## src/rtl/alu_frame_sequencer.sv

```systemverilog
// alu_frame_sequencer: collects A/B/opcode bytes, holds them for the ALU and hands the result to the transmitter
//   in : clk, reset (sync, active high), rx_data/rx_done (receiver), alu_result (combinational ALU), tx_busy
//   out: alu_a/alu_b/alu_op (held operands), tx_data/tx_start (transmitter), frame_err (timeout pulse), overrun (sticky)
module alu_frame_sequencer #(
  parameter int DATA_W  = 8,
  parameter int OP_W    = 6,
  parameter int TIMEOUT = 50000
) (
  input  logic              clk,
  input  logic              reset,
  input  logic [7:0]        rx_data,
  input  logic              rx_done,
  output logic [DATA_W-1:0] alu_a,
  output logic [DATA_W-1:0] alu_b,
  output logic [OP_W-1:0]   alu_op,
  input  logic [DATA_W-1:0] alu_result,
  output logic [7:0]        tx_data,
  output logic              tx_start,
  input  logic              tx_busy,
  output logic              frame_err,
  output logic              overrun
);
  localparam int CW = $clog2(TIMEOUT);
  localparam logic [2:0] WAIT_A  = 3'd0;
  localparam logic [2:0] WAIT_B  = 3'd1;
  localparam logic [2:0] WAIT_OP = 3'd2;
  localparam logic [2:0] CALC    = 3'd3;
  localparam logic [2:0] SEND    = 3'd4;
  localparam logic [2:0] WAIT_TX = 3'd5;
  logic [2:0]        state_q, state_d;
  logic [DATA_W-1:0] a_q, a_d, b_q, b_d;
  logic [OP_W-1:0]   op_q, op_d;
  logic [7:0]        txd_q, txd_d;
  logic [CW-1:0]     cnt_q, cnt_d;
  logic              ferr_q, ferr_d, ovr_q, ovr_d, first_q, first_d;
  logic              tmo, busy_state;
  assign tmo        = cnt_q == CW'(TIMEOUT - 1);
  assign busy_state = (state_q == CALC) || (state_q == SEND) || (state_q == WAIT_TX);
  assign tx_start   = (state_q == SEND) && !tx_busy;
  assign alu_a      = a_q;
  assign alu_b      = b_q;
  assign alu_op     = op_q;
  assign tx_data    = txd_q;
  assign frame_err  = ferr_q;
  assign overrun    = ovr_q;
  // A byte arriving in the same cycle as the timeout is accepted: rx_done is tested before tmo.
  // first_q marks the first WAIT_TX cycle, which ignores tx_busy so the transmitter has time to raise it.
  always_comb begin
    state_d = state_q;
    a_d     = a_q;
    b_d     = b_q;
    op_d    = op_q;
    txd_d   = txd_q;
    cnt_d   = cnt_q;
    ferr_d  = 1'b0;
    ovr_d   = ovr_q | (rx_done && busy_state);
    first_d = 1'b0;
    case (state_q)
      WAIT_A: if (rx_done) begin
        a_d     = DATA_W'(rx_data);
        cnt_d   = '0;
        state_d = WAIT_B;
      end
      WAIT_B: if (rx_done) begin
        b_d     = DATA_W'(rx_data);
        cnt_d   = '0;
        state_d = WAIT_OP;
      end else if (tmo) begin
        ferr_d  = 1'b1;
        cnt_d   = '0;
        state_d = WAIT_A;
      end else cnt_d = cnt_q + 1'b1;
      WAIT_OP: if (rx_done) begin
        op_d    = rx_data[OP_W-1:0];
        cnt_d   = '0;
        state_d = CALC;
      end else if (tmo) begin
        ferr_d  = 1'b1;
        cnt_d   = '0;
        state_d = WAIT_A;
      end else cnt_d = cnt_q + 1'b1;
      CALC: begin
        txd_d   = 8'(alu_result);
        state_d = SEND;
      end
      SEND: if (!tx_busy) begin
        first_d = 1'b1;
        state_d = WAIT_TX;
      end
      WAIT_TX: state_d = (!first_q && !tx_busy) ? WAIT_A : WAIT_TX;
      default: state_d = WAIT_A;
    endcase
  end
  always_ff @(posedge clk) begin
    if (reset) begin
      state_q <= WAIT_A;
      a_q     <= '0;
      b_q     <= '0;
      op_q    <= '0;
      txd_q   <= '0;
      cnt_q   <= '0;
      ferr_q  <= 1'b0;
      ovr_q   <= 1'b0;
      first_q <= 1'b0;
    end else begin
      state_q <= state_d;
      a_q     <= a_d;
      b_q     <= b_d;
      op_q    <= op_d;
      txd_q   <= txd_d;
      cnt_q   <= cnt_d;
      ferr_q  <= ferr_d;
      ovr_q   <= ovr_d;
      first_q <= first_d;
    end
  end
endmodule

```

## config.mk

```make
export PLATFORM = sky130hd
export DESIGN_NAME = alu_frame_sequencer
export DESIGN_NICKNAME = d
export VERILOG_FILES = /design/src/rtl/alu_frame_sequencer.sv
export SDC_FILE = /design/constraint.sdc
export NUM_CORES = 1
export LEC_CHECK = 0
export BUFFER_PORTS_ARGS = -buffer_cell sky130_fd_sc_hd__buf_4
export CAP_MARGIN = 20
export CORE_MARGIN = 2
export CORE_UTILIZATION = 48
export CTS_CLUSTER_SIZE = 12
export DETAILED_ROUTE_END_ITERATION = 12
export GPL_ROUTABILITY_DRIVEN = 1
export PLACE_DENSITY = 0.75
export SETUP_SLACK_MARGIN = 0.15
export SYNTH_ARGS = -nofsm -noshare
export SYNTH_HDL_FRONTEND = slang
export SYNTH_SLANG_ARGS = --single-unit
```

## constraint.sdc

```tcl
create_clock -name clk -period 1.64 [get_ports clk]
set_clock_uncertainty 0.2 [all_clocks]
set_input_delay 0.082 -clock clk [delete_from_list [all_inputs] [get_ports clk]]
set_output_delay 0.082 -clock clk [all_outputs]
set_load 0.01 [all_outputs]
```

### Yosys cells after proc, flatten, opt, wreduce, memory -nomap -nowiden

Cells that the tools add are included.

* flip-flop bits (word level): 52
* bits of input ports: 20
* output and inout port bits: 33

* $add $sub $neg: 1
* equal/unequal tests: 8
* muxes and demuxes: 13
* bitwise logic cells: 3
* reduce and logical (&&, ||, !) cells: 17

Operator list (count)
* $mux W16: 3
* $pmux W16 S2: 1
* $mux W3: 6
* $pmux W3 S6: 1
* $add A16 B1 Y16 const B: 1
* $eq A16 B16 Y1 const B: 1
* $reduce_and A2 Y1: 5
* $eq A3 B2 Y1 const B: 2
* $eq A3 B3 Y1 const B: 2
* $ne A2 B2 Y1 const B: 2
* $reduce_or A2 Y1: 2
* $eq A3 B1 Y1 const B: 1
* $logic_and A1 B1 Y1: 3
* $logic_not A3 Y1: 1
* $reduce_or A3 Y1: 1
* $logic_not A1 Y1: 2
* $logic_or A1 B1 Y1: 2
* $mux W1: 2
* $not A1 Y1: 2
* $reduce_bool A2 Y1: 1
* $or A1 B1 Y1: 1

### Logic depth before layout (Yosys ltp)

Gate-level depths: netlist of run 1.

* word-level depth: 5
* gate-level depth with buffers: 6
* mapped depth without buffers: 5

### Worst setup path after synthesis of run 1

OpenSTA, ideal clock, no wires.

* kind: reg-to-reg
* start point: register cnt_q[0]
* end point: register cnt_q[1]
* setup time: 128 ps
* data arrival time: 1374 ps
* required time: 1312 ps
* slack: -62 ps
* stages on the path, launching flop included: 7
* path buffers: 1
* cell sequence: dfxtp_1 > ha_1 > and4b_1 > nand4_1 > buf_2 > a32oi_1 > nor2_1

* word-level cells in the longest chain between the ends: 4
* elaborated cells on any way between the ends: 5
* those cells by class: add/sub (1); eq/ne (1); mux (3)

RTL lines
* start, declared: line 34 `logic [CW-1:0] cnt_q, cnt_d;`
* start signal, assigned: line 111 `cnt_q <= cnt_d;`
* $add A16 B1 Y16 or $eq A16 B16 Y1 (tied branches): line 72, 81, 37
* $mux W16 *: line 68, 77
* $mux W16 *: line 73 `WAIT_OP: if (rx_done) begin`
* $pmux W16 S2 *: line 58 `case (state_q)`

Every way passes the cells marked *; elsewhere a longest branch is shown, timed or not.
A chain may end at the register's enable or synchronous reset.

### Worst setup path after layout of run 1

* start point: register cnt_q[1]
* end point: register state_q[0]

* word-level cells in the longest chain between the ends: 4
* elaborated cells on any way between the ends: 5
* those cells by class: eq/ne (1); mux (4)

RTL lines
* $eq A16 B16 Y1 *: line 37 `assign tmo = cnt_q == CW'(TIMEOUT - 1);`
* $mux W3 *
* $mux W3 (on tied branches)
* $pmux W3 S6 *
* end signal, assigned: line 106 `state_q <= state_d;`
* end, declared: line 30 `logic [2:0] state_q, state_d;`

Marks and branches as above.

==> results of run 1 <==
==> routing by layer <==
metal,vias to the layer above,track usage (%)
met2,76,42.6
met1,1115,28.6
li1,1149,-
met3,14,7.18
met4,0,8.02
met5,-,0
==> logic make-up (layout without fill, tap and decap cells) <==
group	count (synthesis)	in the layout	share of synthesized area, %
adders and majority gates	1	1	0.547
AOI/OAI and AO/OA	50	50	13.3
muxes	22	22	9.62
and+or+nand+nor	112	112	25.5
xor gates and xnor gates	3	3	1.15
DFF	52	52	45.5
buffers and inverters	23	121	4.37
==> cells in the mapped netlist (3+ instances only) <==
| cell | instances | share of area (%) |
|---|---|---|
| o22ai_1 | 3 | 0.82 |
| nand3b_1 | 4 | 1.3 |
| nand2_1 | 27 | 4.4 |
| o21ai_0 | 3 | 0.66 |
| clkbuf_1 | 12 | 2.0 |
| a31oi_1 | 13 | 3.6 |
| nand4_1 | 8 | 2.2 |
| nor2b_1 | 3 | 0.82 |
| nor2_1 | 28 | 4.6 |
| nand2b_1 | 4 | 1.1 |
| buf_2 | 5 | 1.1 |
| nand3_1 | 11 | 2.4 |
| inv_1 | 4 | 0.66 |
| a21oi_1 | 18 | 3.9 |
| and3_1 | 4 | 1.1 |
| nor4_1 | 5 | 1.4 |
| nor3_1 | 5 | 1.1 |
| mux2i_1 | 22 | 9.6 |
| dfxtp_1 | 52 | 45 |
| nor4b_1 | 3 | 1.1 |
==> final timing paths <==
check        cells past startpoint                  start                       to  slack, ns
max                              6  cnt_q[1]$_SDFFE_PP0P_  state_q[0]$_SDFFE_PP0P_      -0.04
min                              3                rx_done  state_q[1]$_SDFFE_PP0P_      -0.03
max reg2reg                      6  cnt_q[1]$_SDFFE_PP0P_  state_q[0]$_SDFFE_PP0P_      -0.04
min reg2reg                      2  alu_a[0]$_SDFFE_PP0P_    alu_a[0]$_SDFFE_PP0P_       0.27
==> power groups by stage <==
stage	sequential, mW	combinational [mW]	clock [mW]
4_1_cts	1.34	0.454	0.793
3_3_place_gp	1.36	0.390	0
5_1_grt	1.34	0.549	0.836
3_5_place_dp	1.37	0.401	0
6_report	1.34	0.511	0.774
2_1_floorplan	1.38	0.209	0
==> area by class of cell <==
| type | count | area, um2 | share of cell area, % |
|---|---|---|---|
| Timing Repair Buffer | 109 | 902 | 26.0 |
| Clock inverter | 2 | 13.8 | 0.397 |
| Inverter | 4 | 15.0 | 0.434 |
| Tap cell | 54 | 67.6 | 1.95 |
| Sequential cell | 52 | 1070 | 30.8 |
| Clock buffer | 6 | 82.6 | 2.38 |
| Multi-Input combinational cell | 188 | 1320 | 38.0 |
==> repair_timing <==
action	4_1_cts	5_1_grt
resized for setup	16	33
endpoints found under the hold margin	35	2
setup buffers	4	1
pin swaps	2	3
gates cloned	0	0
endpoints found under the setup margin	49	51
==> worst max-delay path, cell delays in order (launching register included) <==
cell	delay, ns
dfxtp_4	0.38
ha_4	0.16
and4b_1	0.18
nand4_1	0.13
buf_4	0.16
a211oi_2	0.06
a2111oi_1	0.28
==> cells in the final DEF (no fill, tap or decap), types with 3 or more instances in the layout <==
cell type | Yosys | routed
buf_4 | 0 | 83
dfxtp_1 | 52 | 42
nor2_1 | 28 | 27
nand2_1 | 27 | 25
mux2i_1 | 22 | 19
dlygate4sd3_1 | 0 | 18
a21oi_1 | 18 | 16
a31oi_1 | 13 | 13
nand3_1 | 11 | 11
nand4_1 | 8 | 8
buf_6 | 1 | 7
clkbuf_8 | 0 | 6
dfxtp_4 | 0 | 5
dfxtp_2 | 0 | 5
nand3b_1 | 4 | 4
nor4_1 | 5 | 4
inv_1 | 4 | 4
nor4b_2 | 0 | 3
and3_1 | 4 | 3
o22ai_1 | 3 | 3
==> sequential cells by signal, indices dropped and copies added, names as in the netlist <==
register   cells
first_q        1
alu_op         6
frame_err      1
overrun        1
alu_b          8
cnt_q         16
alu_a          8
tx_data        8
state_q        3
==> impl_metrics.yaml, run 1 <==
outcome:
  status: "finished, violations left"
  violations: "negative hold slack, negative setup slack"
worst_setup_path:
  crit_required_ns: 1.63
  arrival_ns: 1.67
  start_kind: "register"
  path_max_fanout: 4
  crit_type: "register to register"
  critPathCaptureType: "register"
pwr:
  p_sw_mw: 0.714
  switching_share_pct: 27.2
  p_seq_share_pct: 51.0
  ir_worst_vdd_mv: 0.657
  p_leak_nw: 1.41
  power_mw: 2.62
  p_comb_share_pct: 19.5
  powerDensity_nw_per_um2: 757
  clkPwrFrac_pct: 29.5
  internal_power_mw: 1.91
clock_network:
  cts-htree-levels: 2
  clock_path_buffers: 2
  clock_latency_ns: 0.31
  clockRootBuffer: "clkbuf_8"
  clk_pin_slew_ns: 0.09
  postCtsHoldBufs: 18
  cts_buffers: 5
  cts_tree: "yes"
  clkSinkCount: 52
placed_design:
  routabilityCongestion: 0.810
  post_dp_cell_area_um2: 2960
  dp_slack_ns: -0.0385
  io_buffers: 52
  place_hpwl_um: 4020
  place_inst: 384
sta:
  holdWs_ns: -0.0317
  worstMarginPinSlew_ns: 0.335
  fmax_mhz: 595
  maxSlewViolCount: 0
  fin_ws_ns: -0.0398
  report.final.hold_viol_count: 1
  slew_headroom_pct: 77.4
  min_period_ns: 1.68
  fin_crit_sh_pct: 102
  setup_tns_ns: -0.0475
  rsz0062_at_grt: "yes"
  finalSetupViolCount: 2
floorplanning:
  fp.dieH_um: 73.0
  fp.dieW_um: 73.0
  start_util_pct: 49.1
  dieArea_um2: 5340
  core_area_um2: 4660
  io_pins: 53
  rows: 25
grt:
  grt_pass1_wl_um: 10400
  grt_start_max_net_pins: 24
  grt_overflow: 0
  antenna_found_initial: 0
  grt_pass1_vias: 2293
  track_usage_pct: 24.5
layout:
  final_core_util_pct: 74.3
  stdcell_count: 415
  final_nets: 381
  n_fill_cell: 299
  final_cell_area_um2: 3460
  antenna_cells: 0
  layout-drive-gt1-share_pct: 38.2
  layout-area-overhead-vs-synth_pct: 51.3
detailed_routing:
  detail_route.wirelength_um: 6570
  wl_met3_um: 302
  first_pass_iters: 4
  vias_per_cell: 5.67
  drt-met1-wl_um: 2600
  drtAntennaViolNets: 0
  drc: 0
  met2WireLength_um: 3530
  avgRoutedWirePerCell_um: 15.8
  routed.top_layer: "met4"
  vias: 2354
  drt_first_iter_violations: 120
flow_run:
  cap_violations: 0
logic_synthesis:
  ys_seq_elements: 52
  synthArstFlopShare_pct: 0
  yosysWarnings: 0
  ys_seq_area_share_pct: 45.5
  syn-num-nets: 284
  synth_edf_count: 0
  syn_area_um2: 2290
  synth_cells: 263
  yosysUniqueCellTypes: 41
  synth_ff_type: "dfxtp_1"
  avgSynthCellArea_um2: 8.70
min_path:
  min_path_type: "input pin to register"
(Power assumes the default switching activity.)
==> inputs of run 2 (changes only) <==
Settings changed: SKIP_CTS_REPAIR_TIMING set to 1.
==> run 2 against run 1 <==
The run still ends with negative hold slack, negative setup slack left; utilization down 0.91 points; cell area down 1.2%; non-clock buffer count unchanged; global-route usage down 2.8 points; critical path depth unchanged; maximum frequency up 1.7%; sequential power about the same; clock-buffer cell count unchanged; combinational power down 6.1%; die area unchanged.
==> impl_metrics.yaml, run 2 (synthesis results as in run 1) <==
detailed_routing:
  vias: 2329
  vias_per_cell: 5.61
  wl_met3_um: 328
  first_pass_iters: 4
  avgRoutedWirePerCell_um: 15.0
  drtAntennaViolNets: 0
  detail_route.wirelength_um: 6240
  met2WireLength_um: 3310
  drt_first_iter_violations: 109
  drt-met1-wl_um: 2540
  drc: 0
  routed.top_layer: "met4"
layout:
  layout-drive-gt1-share_pct: 37.1
  final_nets: 381
  final_cell_mix: "buf_4, dfxtp_1, nor2_1"
  antenna_cells: 0
  largest_reg_flops: 16
  layout-area-overhead-vs-synth_pct: 49.5
  final_core_util_pct: 73.4
  final_common_cell: "buf_4"
  regMostFlops: "cnt_q"
pwr:
  powerDensity_nw_per_um2: 757
  ir_worst_vdd_mv: 0.636
  p_leak_nw: 1.43
  power_mw: 2.59
worst_setup_path:
  start_kind: "register"
  crit_path_cell_trace: "ha_4, and4b_1, nand4_1, buf_4, a31oi_1, o22ai_1"
  critPathCaptureType: "register"
  r2r_cells: 6
  cpMaxStageDelayCell: "dfxtp_4"
  crit_type: "register to register"
  path_max_fanout: 11
  crit_required_ns: 1.64
  critPathMaxStageDelay_ns: 0.38
  arrival_ns: 1.65
flow_run:
  cap_violations: 0
grt:
  grt_pass1_wl_um: 9230
  grt_start_max_net_pins: 24
  grt_pass1_vias: 2114
  grt_overflow: 0
  antenna_found_initial: 0
  track_usage_pct: 21.7
floorplanning:
  core_area_um2: 4660
  fp.dieH_um: 73.0
  io_pins: 53
  fp.dieW_um: 73.0
  start_util_pct: 49.1
  rows: 25
  dieArea_um2: 5340
clock_network:
  clockRootBuffer: "clkbuf_8"
  cts_tree: "yes"
  clock_latency_ns: 0.31
  clk_pin_slew_ns: 0.09
  cts-htree-levels: 2
  clock_path_buffers: 2
  clkSinkCount: 52
  cts_buffers: 5
min_path:
  hold_depth: 2
  min_path_type: "input pin to register"
sta:
  min_period_ns: 1.65
  fin_crit_sh_pct: 101
  slew_headroom_pct: 79.0
  fmax_mhz: 605
  holdWs_ns: -0.208
  setup_tns_ns: -0.0122
  report.final.hold_viol_count: 3
  rsz0062_at_grt: "yes"
  fin_ws_ns: -0.0122
  maxSlewViolCount: 0
  worstMarginPinSlew_ns: 0.313
  finalSetupViolCount: 1
placed_design:
  routabilityCongestion: 0.810
  dp_slack_ns: -0.0385
  io_buffers: 52
  place_hpwl_um: 4020
outcome:
  status: "finished, violations left"
  violations: "negative hold slack, negative setup slack"
-- run 2: cell types whose count changed in the layout (fill, tap and decap cells not counted), moves of 2 or more --
cell	before	now
o21ai_1	1	3
nor4_4	1	3
mux2i_1	19	22
dlygate4sd3_1	18	16
nor3_2	1	3
nor3_4	2	0
nor4_1	4	2
mux2i_2	2	0
buf_4	83	86
-- run 2: final timing paths --
path / from / end / slack (ns)
worst min-delay path: reset / state_q[1]$_SDFFE_PP0P_ / -0.21
worst max-delay path: cnt_q[1]$_SDFFE_PP0P_ / cnt_q[5]$_SDFFE_PP0P_ / -0.01
worst max register to register: cnt_q[1]$_SDFFE_PP0P_ / cnt_q[5]$_SDFFE_PP0P_ / -0.01
worst min register to register: alu_a[0]$_SDFFE_PP0P_ / alu_a[0]$_SDFFE_PP0P_ / 0.27
-- run 2: report_power, final --
| group | internal [mW] | switching, mW | total (mW) |
|---|---|---|---|
| sequential | 1.30 | 0.0333 | 1.33 |
| combinational | 0.244 | 0.236 | 0.480 |
| clock | 0.346 | 0.427 | 0.773 |
| total | 1.89 | 0.697 | 2.59 |
-- run 2: layer usage --
metal  vias to the layer above  GRT usage (%)
met2                        60           36.7
met4                         0           7.00
li1                       1154              -
met5                         -              0
met1                      1108           26.5
met3                         7           6.08
-- run 2: final cells by class --
class,count,area [um2]
clock inverters,2,13.8
repair buffers,109,893
fillers,327,1240
inverters,4,15.0
well taps,54,67.6
flip-flops and latches,52,1070
multi-input cells,188,1280
clock buffers,6,82.6
-- run 2: worst max-delay path: cells and delay by family (launching register included) --
family | cells | cell delay [ns]
buffers and inverters | 1 | 0.22
flip-flops | 1 | 0.38
AND/OR/NAND/NOR | 2 | 0.35
adder cells (fa/ha/maj) | 1 | 0.15
AO/OA/AOI/OAI | 2 | 0.24
-- run 2: stage by stage --
stage / instances / instance area [um2]
after floorplan: 263 / 2340
final: 415 / 3420
after global placement: 384 / 2960
after CTS: 392 / 3060
after detailed placement: 384 / 2960
after global routing: 415 / 3420
